[src/rtl/seletor_num.sv]
// Debounces three push buttons and runs an IDLE/EDIT/SHOW selector for a 0..7 digit with a blink-while-editing flag.
// Press-to-output latency is DEB_CYCLES+3 clocks. All outputs are registered, and the block applies no backpressure.
module seletor_num #(
  parameter int DEB_CYCLES     = 500000,
  parameter int BLINK_DIV      = 25000000,
  parameter int TIMEOUT_BLINKS = 16
) (
  input  logic       clk,
  input  logic       reset,
  input  logic       btn_up,
  input  logic       btn_down,
  input  logic       btn_ok,
  output logic [2:0] sel,
  output logic       blank,
  output logic [2:0] value,
  output logic       confirmed
);

  localparam int DW = (DEB_CYCLES > 1) ? $clog2(DEB_CYCLES) : 1;
  localparam int BW = (BLINK_DIV > 1) ? $clog2(BLINK_DIV) : 1;
  localparam int TW = (2 * TIMEOUT_BLINKS > 1) ? $clog2(2 * TIMEOUT_BLINKS) : 1;

  localparam logic [DW-1:0] DEB_LAST   = DW'(DEB_CYCLES - 1);
  localparam logic [BW-1:0] BLINK_LAST = BW'(BLINK_DIV - 1);
  localparam logic [TW-1:0] TOUT_LAST  = TW'(2 * TIMEOUT_BLINKS - 1);

  localparam logic [1:0] IDLE = 2'd0;
  localparam logic [1:0] EDIT = 2'd1;
  localparam logic [1:0] SHOW = 2'd2;

  logic [2:0]    raw, s1, s2, deb, evt;
  logic [DW-1:0] dcnt [3];

  assign raw = {btn_ok, btn_down, btn_up};

  always_ff @(posedge clk or posedge reset) begin
    if (reset) begin
      s1  <= '1;
      s2  <= '1;
      deb <= '1;
      evt <= '0;
      for (int i = 0; i < 3; i++) dcnt[i] <= '0;
    end else begin
      s1 <= raw;
      s2 <= s1;
      for (int i = 0; i < 3; i++) begin
        evt[i] <= 1'b0;
        if (s2[i] == deb[i]) begin
          dcnt[i] <= '0;
        end else if (dcnt[i] == DEB_LAST) begin
          deb[i]  <= s2[i];
          dcnt[i] <= '0;
          evt[i]  <= ~s2[i];  // only the falling (press) edge is an event
        end else begin
          dcnt[i] <= dcnt[i] + DW'(1);
        end
      end
    end
  end

  logic          up_e, dn_e, ok_e, step, wrap;
  logic [1:0]    state, state_n;
  logic [2:0]    sel_n, value_n;
  logic          conf_n, blank_n, phase, phase_n;
  logic [BW-1:0] bcnt, bcnt_n;
  logic [TW-1:0] tcnt, tcnt_n;

  assign up_e = evt[0];
  assign dn_e = evt[1];
  assign ok_e = evt[2];
  assign step = up_e ^ dn_e;
  assign wrap = (bcnt == BLINK_LAST);

  always_comb begin
    state_n = state;
    sel_n   = sel;
    value_n = value;
    conf_n  = 1'b0;
    bcnt_n  = wrap ? '0 : bcnt + BW'(1);
    phase_n = phase ^ wrap;
    tcnt_n  = tcnt;
    case (state)
      IDLE: begin
        if (|evt) begin
          state_n = EDIT;
          bcnt_n  = '0;
          phase_n = 1'b0;
          tcnt_n  = '0;
        end
      end
      EDIT: begin
        if (ok_e) begin
          state_n = SHOW;
          value_n = sel;
          conf_n  = 1'b1;
        end else if (step) begin
          sel_n   = up_e ? sel + 3'd1 : sel - 3'd1;
          bcnt_n  = '0;
          phase_n = 1'b0;
          tcnt_n  = '0;
        end else if (wrap) begin
          if (tcnt == TOUT_LAST) begin
            state_n = IDLE;
            tcnt_n  = '0;
          end else begin
            tcnt_n = tcnt + TW'(1);
          end
        end
      end
      SHOW: begin
        sel_n = value;
        if (ok_e) begin
          state_n = IDLE;
        end else if (up_e || dn_e) begin
          state_n = EDIT;
          bcnt_n  = '0;
          phase_n = 1'b0;
          tcnt_n  = '0;
        end
      end
      default: state_n = IDLE;
    endcase
    // blank is derived from next-state so it lands in the same cycle as the transition
    if (state_n == SHOW)      blank_n = 1'b0;
    else if (state_n == EDIT) blank_n = phase_n;
    else                      blank_n = 1'b1;
  end

  always_ff @(posedge clk or posedge reset) begin
    if (reset) begin
      state     <= IDLE;
      sel       <= 3'd0;
      value     <= 3'd0;
      blank     <= 1'b1;
      confirmed <= 1'b0;
      bcnt      <= '0;
      phase     <= 1'b0;
      tcnt      <= '0;
    end else begin
      state     <= state_n;
      sel       <= sel_n;
      value     <= value_n;
      blank     <= blank_n;
      confirmed <= conf_n;
      bcnt      <= bcnt_n;
      phase     <= phase_n;
      tcnt      <= tcnt_n;
    end
  end

endmodule

[config.mk]
export PLATFORM = sky130hd
export DESIGN_NAME = seletor_num
export DESIGN_NICKNAME = d
export VERILOG_FILES = /design/src/rtl/seletor_num.sv
export SDC_FILE = /design/constraint.sdc
export NUM_CORES = 1
export LEC_CHECK = 0
export BUFFER_PORTS_ARGS = -buffer_cell sky130_fd_sc_hd__buf_2
export CAP_MARGIN = 40
export CELL_PAD_IN_SITES_DETAIL_PLACEMENT = 0
export CELL_PAD_IN_SITES_GLOBAL_PLACEMENT = 1
export CORE_MARGIN = 1.5
export CORE_UTILIZATION = 35
export DETAILED_ROUTE_END_ITERATION = 6
export PLACE_DENSITY_LB_ADDON = 0.1
export SYNTH_ARGS = -nofsm -noshare
export SYNTH_HDL_FRONTEND = slang
export SYNTH_SLANG_ARGS = --single-unit
[constraint.sdc]
create_clock -name clk -period 5 [get_ports clk]
set_input_delay 0.25 -clock clk [delete_from_list [all_inputs] [get_ports clk]]
set_output_delay 0.25 -clock clk [all_outputs]
set_load 0.005 [all_outputs]
# == Yosys cells after proc, flatten, opt, wreduce, memory -nomap -nowiden ==
# Index checks and enable logic that the tools add are counted.
# classes
addsub,7
eq_ne,18
n_mux,49
n_bitwise,8
reduce_logical,11
# ops
operator,n
2-to-1 mux 25 bit,6
2-to-1 mux 19 bit,6
case mux 25 bit (3 select lines),1
"adder 19 x 1 -> 19 bit, second input constant",3
"== test 19 bit, second input constant",3
2-to-1 mux 5 bit,7
"adder 25 x 1 -> 25 bit, second input constant",1
"== test 25 bit, second input constant",1
2-to-1 mux 1 bit,15
case mux 5 bit (3 select lines),1
2-to-1 mux 2 bit,7
"!= test 2 bit, second input constant",5
2-to-1 mux 3 bit,3
AND reduction 2 bit,4
NOT 1 bit,6
case mux 2 bit (3 select lines),1
case mux 3 bit (2 select lines),1
AND reduction 6 bit,1
"adder 5 x 1 -> 5 bit, second input constant",1
"== test 5 bit, second input constant",1
"== test 2 x 1 -> 1 bit, second input constant",2
"== test 2 bit, second input constant",2
"adder 3 x 1 -> 3 bit, second input constant",1
== test 1 bit,3
10 further kinds,11
# totals
register_bits,110
in_bits,5
output_inout_bits,8
word_cells,110

# == Logic depth before layout (Yosys ltp) ==
# logic_depth
word_depth,9
depth_mapped,9
ltp_nobuf,7

# == Worst setup path before layout ==
# OpenSTA, ideal clock, no wires.
# synth_path
path_type,register to register
from,register bcnt[0]
to,register bcnt[14]
arrival_time_ns,1.747
required_time_ns,4.881
path_slack_ns,3.134
path_stages_with_launch,9
n_path_buf,2
period_less_slack_ns,1.866
cell_sequence,dfrtp_1 -> ha_1 -> and4_1 -> nand2_1 -> nor3_2 -> nand2b_1 -> buf_4 -> buf_6 -> nor2_1
# synth_between
elab_chain_cells,5
elab_cells_between_ends,9
classes_between,add/sub (1); eq/ne (1); mux (7)
# synth_lines
element,line_no,source
start: declaration,65,"logic [BW-1:0] bcnt, bcnt_n;"
start signal: assignment,145,bcnt <= bcnt_n;
adder 25 x 1 -> 25 bit / == test 25 bit (equally long branches),"79, 72",
2-to-1 mux 25 bit (*),79,bcnt_n = wrap ? '0 : bcnt + BW'(1);
2-to-1 mux 25 bit (on tied branches),"114, 96",
2-to-1 mux 25 bit (on tied branches),"112, 92",
case mux 25 bit (3 select lines) (*),82,case (state)
named net bcnt_n[14],65,
# Mark *: on every way through the listed nets, which the timed path passes. The rest lies on a longest branch.
# A chain may end at the register's enable or synchronous reset.

# == Worst setup path after layout ==
# layout_path
from,register bcnt[0]
to,register bcnt[17]
# Same word-level chain as after synthesis.

==> impl_results.rst <==
.. list-table::
   :header-rows: 1

   * - Metric
     - Value
   * - Run status
     - finished clean
   * - Placer Congestion
     - 0.731
   * - Number of setup buffers added after CTS
     - 0
   * - Count of instances resized after the clock tree is built
     - 0
   * - Number of synthesized register bits
     - 110
   * - Number of buffers added to fix hold violations after cts
     - 3
   * - Port-buffer cells
     - 12
   * - Number of maximum-capacitance constraint violations
     - 0
   * - Category of the most critical setup path
     - register to register
   * - Count of antenna-violating nets left after detailed routing
     - 0
   * - Endpoint kind of the worst setup timing path
     - register
   * - TritonCTS clock tree
     - yes
   * - Share of power burned in combinational logic
     - 2.4%
   * - # nets final
     - about 540
   * - Min cycle time layout
     - 2410 ps
   * - Clock slew at reported path FFs
     - 70 ps
   * - Instance area at placement
     - 5530 sq um
   * - Vert. Die Dim
     - approximately 130 microns
   * - Area grow syn2layout
     - 11.1%
   * - Relative contribution of sequential cells to total power
     - ~54%
   * - Root Buffer
     - sky130_fd_sc_hd__clkbuf_16
   * - Detailed Place HPWL
     - 6.63 mm
   * - Source of the worst register-to-register timing path
     - bcnt[0]
   * - DRC errors left
     - 0
   * - Setup slack, reg-to-reg
     - 2590 ps
   * - Distinct cells, synth
     - 52
   * - Count of mapped cells out of synthesis
     - just over 500
   * - Top flip-flop cell by instance count after synthesis
     - sky130_fd_sc_hd__dfrtp_1
   * - Initial antenna violation count
     - 0
   * - Final Hold Viols
     - 0
   * - Inserted Clock Buffers
     - 9
   * - Unrepaired setup endpoints after global routing
     - false
   * - Clock Skews
     - 6.35 ps
   * - Register-to-Register Path Depth
     - 7
   * - WP data arrival
     - 2650 ps
   * - Relative slew slack
     - 43.8%
   * - Commonest non-fill, non-tap cells in the layout
     - 100 x sky130_fd_sc_hd__dfrtp_1, 97 x sky130_fd_sc_hd__nor2_1, 47 x sky130_fd_sc_hd__xor2_1
   * - Tightest hold margin
     - 19.5 ps
   * - Share of the synthesized area in compound gates (AO/OA/AOI/OAI)
     - 2.01%
   * - LEAKAGE
     - ~2.6 nW
   * - Number of global-route vias before repair
     - 3591
   * - Most common library cell in the layout ignoring fill and taps
     - sky130_fd_sc_hd__dfrtp_1
   * - Classification of the worst-slack hold path
     - input port to async pin
   * - Highest attainable clock frequency
     - about 410 MHz
   * - Overflow left after global routing
     - 0
   * - Reg-to-reg endpoint
     - bcnt[17]
   * - Combined area of all synthesized cells
     - 5280 sq um
   * - Total iterations of the first detailed-routing run
     - 4
   * - Via count
     - approximately 3500
   * - GRT Overall Usage
     - 13.8%
   * - Synthesized Nets
     - 523
   * - Detail-routed via count per cell
     - roughly 4.9
   * - Pin count of the biggest net entering global routing
     - 58
   * - Count of boundary I/O pins
     - 13
   * - Slew at the pin closest to its max-slew limit
     - approximately 840 ps
   * - End point of the critical path
     - bcnt[17]
   * - Post-layout total power
     - between 1.5 and 2 mW
   * - Critical path fanouts, max
     - 14
   * - Number of enable-type register cells in the synthesized netlist
     - 0
   * - Int Pwr
     - around 1.3 mW
   * - NetSw
     - 0.374 mW
   * - Power Density
     - a little under 300 nW/um^2
   * - Clock sink total
     - 110
   * - CTS H-tree lvls
     - 3
   * - Floorplan die area
     - 15800 sq um
   * - Startpoint kind of the worst setup timing path
     - register
   * - Ys Warns
     - 0
   * - FILL cells
     - 1450
   * - Synth Area in XOR/XNOR
     - 13.3%
   * - Worst vdd rail ir drop
     - 0.000161 V
   * - Required time at the endpoint of the critical path
     - 5240 ps
   * - Adder and majority gate portion of the synthesized area
     - 2.04%
   * - Post-Layout Cell Count
     - 718
   * - Insertion delay of the later-clocked pin in the worst-skew pair
     - 350 ps
   * - Horizontal die dimension
     - 126 microns
   * - Placed Cells
     - 699
   * - Total negative slack for setup checks
     - 0 ps
   * - Antenna Diode Count
     - 0
   * - Routed wire per std cell
     - 13.7 microns
   * - Async SR Flop Fraction
     - 100%
   * - # rows
     - 44
   * - Final setup violation count
     - 0
   * - Iteration-0 DRC Markers
     - approximately 150
   * - Seq/Total Area, Yosys
     - 52.4%
   * - Clock network fraction of total power
     - 44.0%
   * - Max-slew violation count
     - 0
   * - Ratio of final minimum period to clock period
     - 48.2%
   * - Share of total power consumed by net switching
     - 22.1%
   * - Mux contribution to synthesized area
     - 2.11%
   * - First-pass GRT wire length
     - 17.6 mm
   * - Fraction of final layout cells with drive strength greater than 1
     - 12.4%
   * - Mean post-synth cell area
     - between 10 and 15 sq um
   * - Routed WL
     - 9.87 mm
   * - Critical path launch point
     - bcnt[0]
   * - Clock buffer depth
     - 2
   * - Final design instance area without fill
     - around 5900 sq um
   * - Main combinational cell family by area after synthesis
     - simple AND/OR/NAND/NOR gates
   * - Starting density of the core
     - 36.1%
   * - Area share of and/or/nand/nor cells after synthesis
     - between 20 and 30%
   * - Floorplan Core Area
     - about 15000 sq um
## worst max-delay path, cell delays in order, from the launching register on
cell and delay, ps:
sky130_fd_sc_hd__dfrtp_1 390, sky130_fd_sc_hd__ha_1 230, sky130_fd_sc_hd__and4_1 270, sky130_fd_sc_hd__nand2_1 140, sky130_fd_sc_hd__nor3_2 460, sky130_fd_sc_hd__nand2b_1 540, sky130_fd_sc_hd__buf_8 220, sky130_fd_sc_hd__nor2_1 60
## power groups by stage
stage	logic, mW	clock network (mW)	registers [mW]
after detailed placement	0.0416	0	0.924
after global routing	0.0486	0.815	0.909
final	0.0405	0.746	0.907
after CTS	0.0436	0.782	0.907
after global placement	0.0416	0	0.924
after floorplan	0.0297	0	0.923
## worst min-delay path by stage
stage	slack (ps)	to	cells past startpoint
floorplan	250	s1[0]	0
global placement	350	s2[2]	0
detailed placement	350	s2[2]	0
CTS	50	dcnt[41]	2
global route	90	dcnt[41]	2
finish	20	confirmed	2
## per-layer routing
metal	track usage (%)	wire [microns]	up-vias
met2	22.1	4590	24
met5	0	0	-
li1	-	-	1764
met1	18.3	4860	1697
met4	3.45	104	0
met3	4.38	313	10
## cells by family (layout without fill, tap and decap cells)
family | Yosys count | count (layout)
AND/OR/NAND/NOR | 261 | 261
flip-flops | 110 | 110
XOR/XNOR | 80 | 80
buffers and inverters | 25 | 49
AO/OA/AOI/OAI | 16 | 16
multiplexers | 10 | 10
adder cells (fa/ha/maj) | 8 | 8
## metrics by stage
step | utilization [%] | worst slack (ps)
final | 40.1 | 2590
after global routing | 40.1 | 2320
after CTS | 40.1 | 2530
after detailed placement | 37.7 | 2540
after global placement | 37.6 | 2390
after floorplan | - | 1860
## layout make-up
type	instances	area [sq um]	share of cell area [%]
tap	184	230	3.92
multi-input combinational	375	2390	40.7
clock inverter	5	66.3	1.13
sequential	110	2770	47.1
timing repair buffer	17	113	1.92
inverter	16	62.6	1.07
clock buffer	11	243	4.14
## sequential cells by signal, indices dropped and copies added (netlist names), 2 cells and up
register and count:
deb 3, s2 3, state 2, evt 3, sel 3, dcnt 57
tcnt 5, s1 3, bcnt 25, value 3
## cells in the mapped netlist, types with 2 or more instances
cell                       number  share of area, %
sky130_fd_sc_hd__inv_1         16               1.1
sky130_fd_sc_hd__buf_4          3              0.43
sky130_fd_sc_hd__o21ai_0        5              0.47
sky130_fd_sc_hd__dfstp_2       10               5.0
sky130_fd_sc_hd__nand3_1       28               2.7
sky130_fd_sc_hd__nor3_1        11               1.0
sky130_fd_sc_hd__nor2_1        97               6.9
sky130_fd_sc_hd__xor2_1        47               7.8
sky130_fd_sc_hd__ha_1           7               1.7
sky130_fd_sc_hd__nand4b_1       2              0.33
sky130_fd_sc_hd__or4_1          5              0.71
sky130_fd_sc_hd__a21oi_1        3              0.28
sky130_fd_sc_hd__and4_1         5              0.83
sky130_fd_sc_hd__nor3_2         6               1.1
sky130_fd_sc_hd__nor4_1         3              0.36
sky130_fd_sc_hd__nand2_1       42               3.0
sky130_fd_sc_hd__and3_1         9               1.1
sky130_fd_sc_hd__nand2b_1       3              0.36
sky130_fd_sc_hd__nor3b_1        4              0.57
sky130_fd_sc_hd__buf_2          2              0.19
sky130_fd_sc_hd__buf_6          3              0.64
sky130_fd_sc_hd__nand4_1       23               2.7
sky130_fd_sc_hd__nor2b_1        2              0.24
sky130_fd_sc_hd__or4_4          2              0.43
sky130_fd_sc_hd__nand3b_1       2              0.28
sky130_fd_sc_hd__mux2_2         5               1.1
sky130_fd_sc_hd__nor4b_1        2              0.33
sky130_fd_sc_hd__mux2i_1        4              0.76
sky130_fd_sc_hd__xnor2_1       33               5.5
sky130_fd_sc_hd__nor2_2         2              0.24
sky130_fd_sc_hd__dfrtp_1      100                47
sky130_fd_sc_hd__nand2_2        2              0.24
sky130_fd_sc_hd__o31a_1         3              0.50
Power figures use the tool's default switching activity.
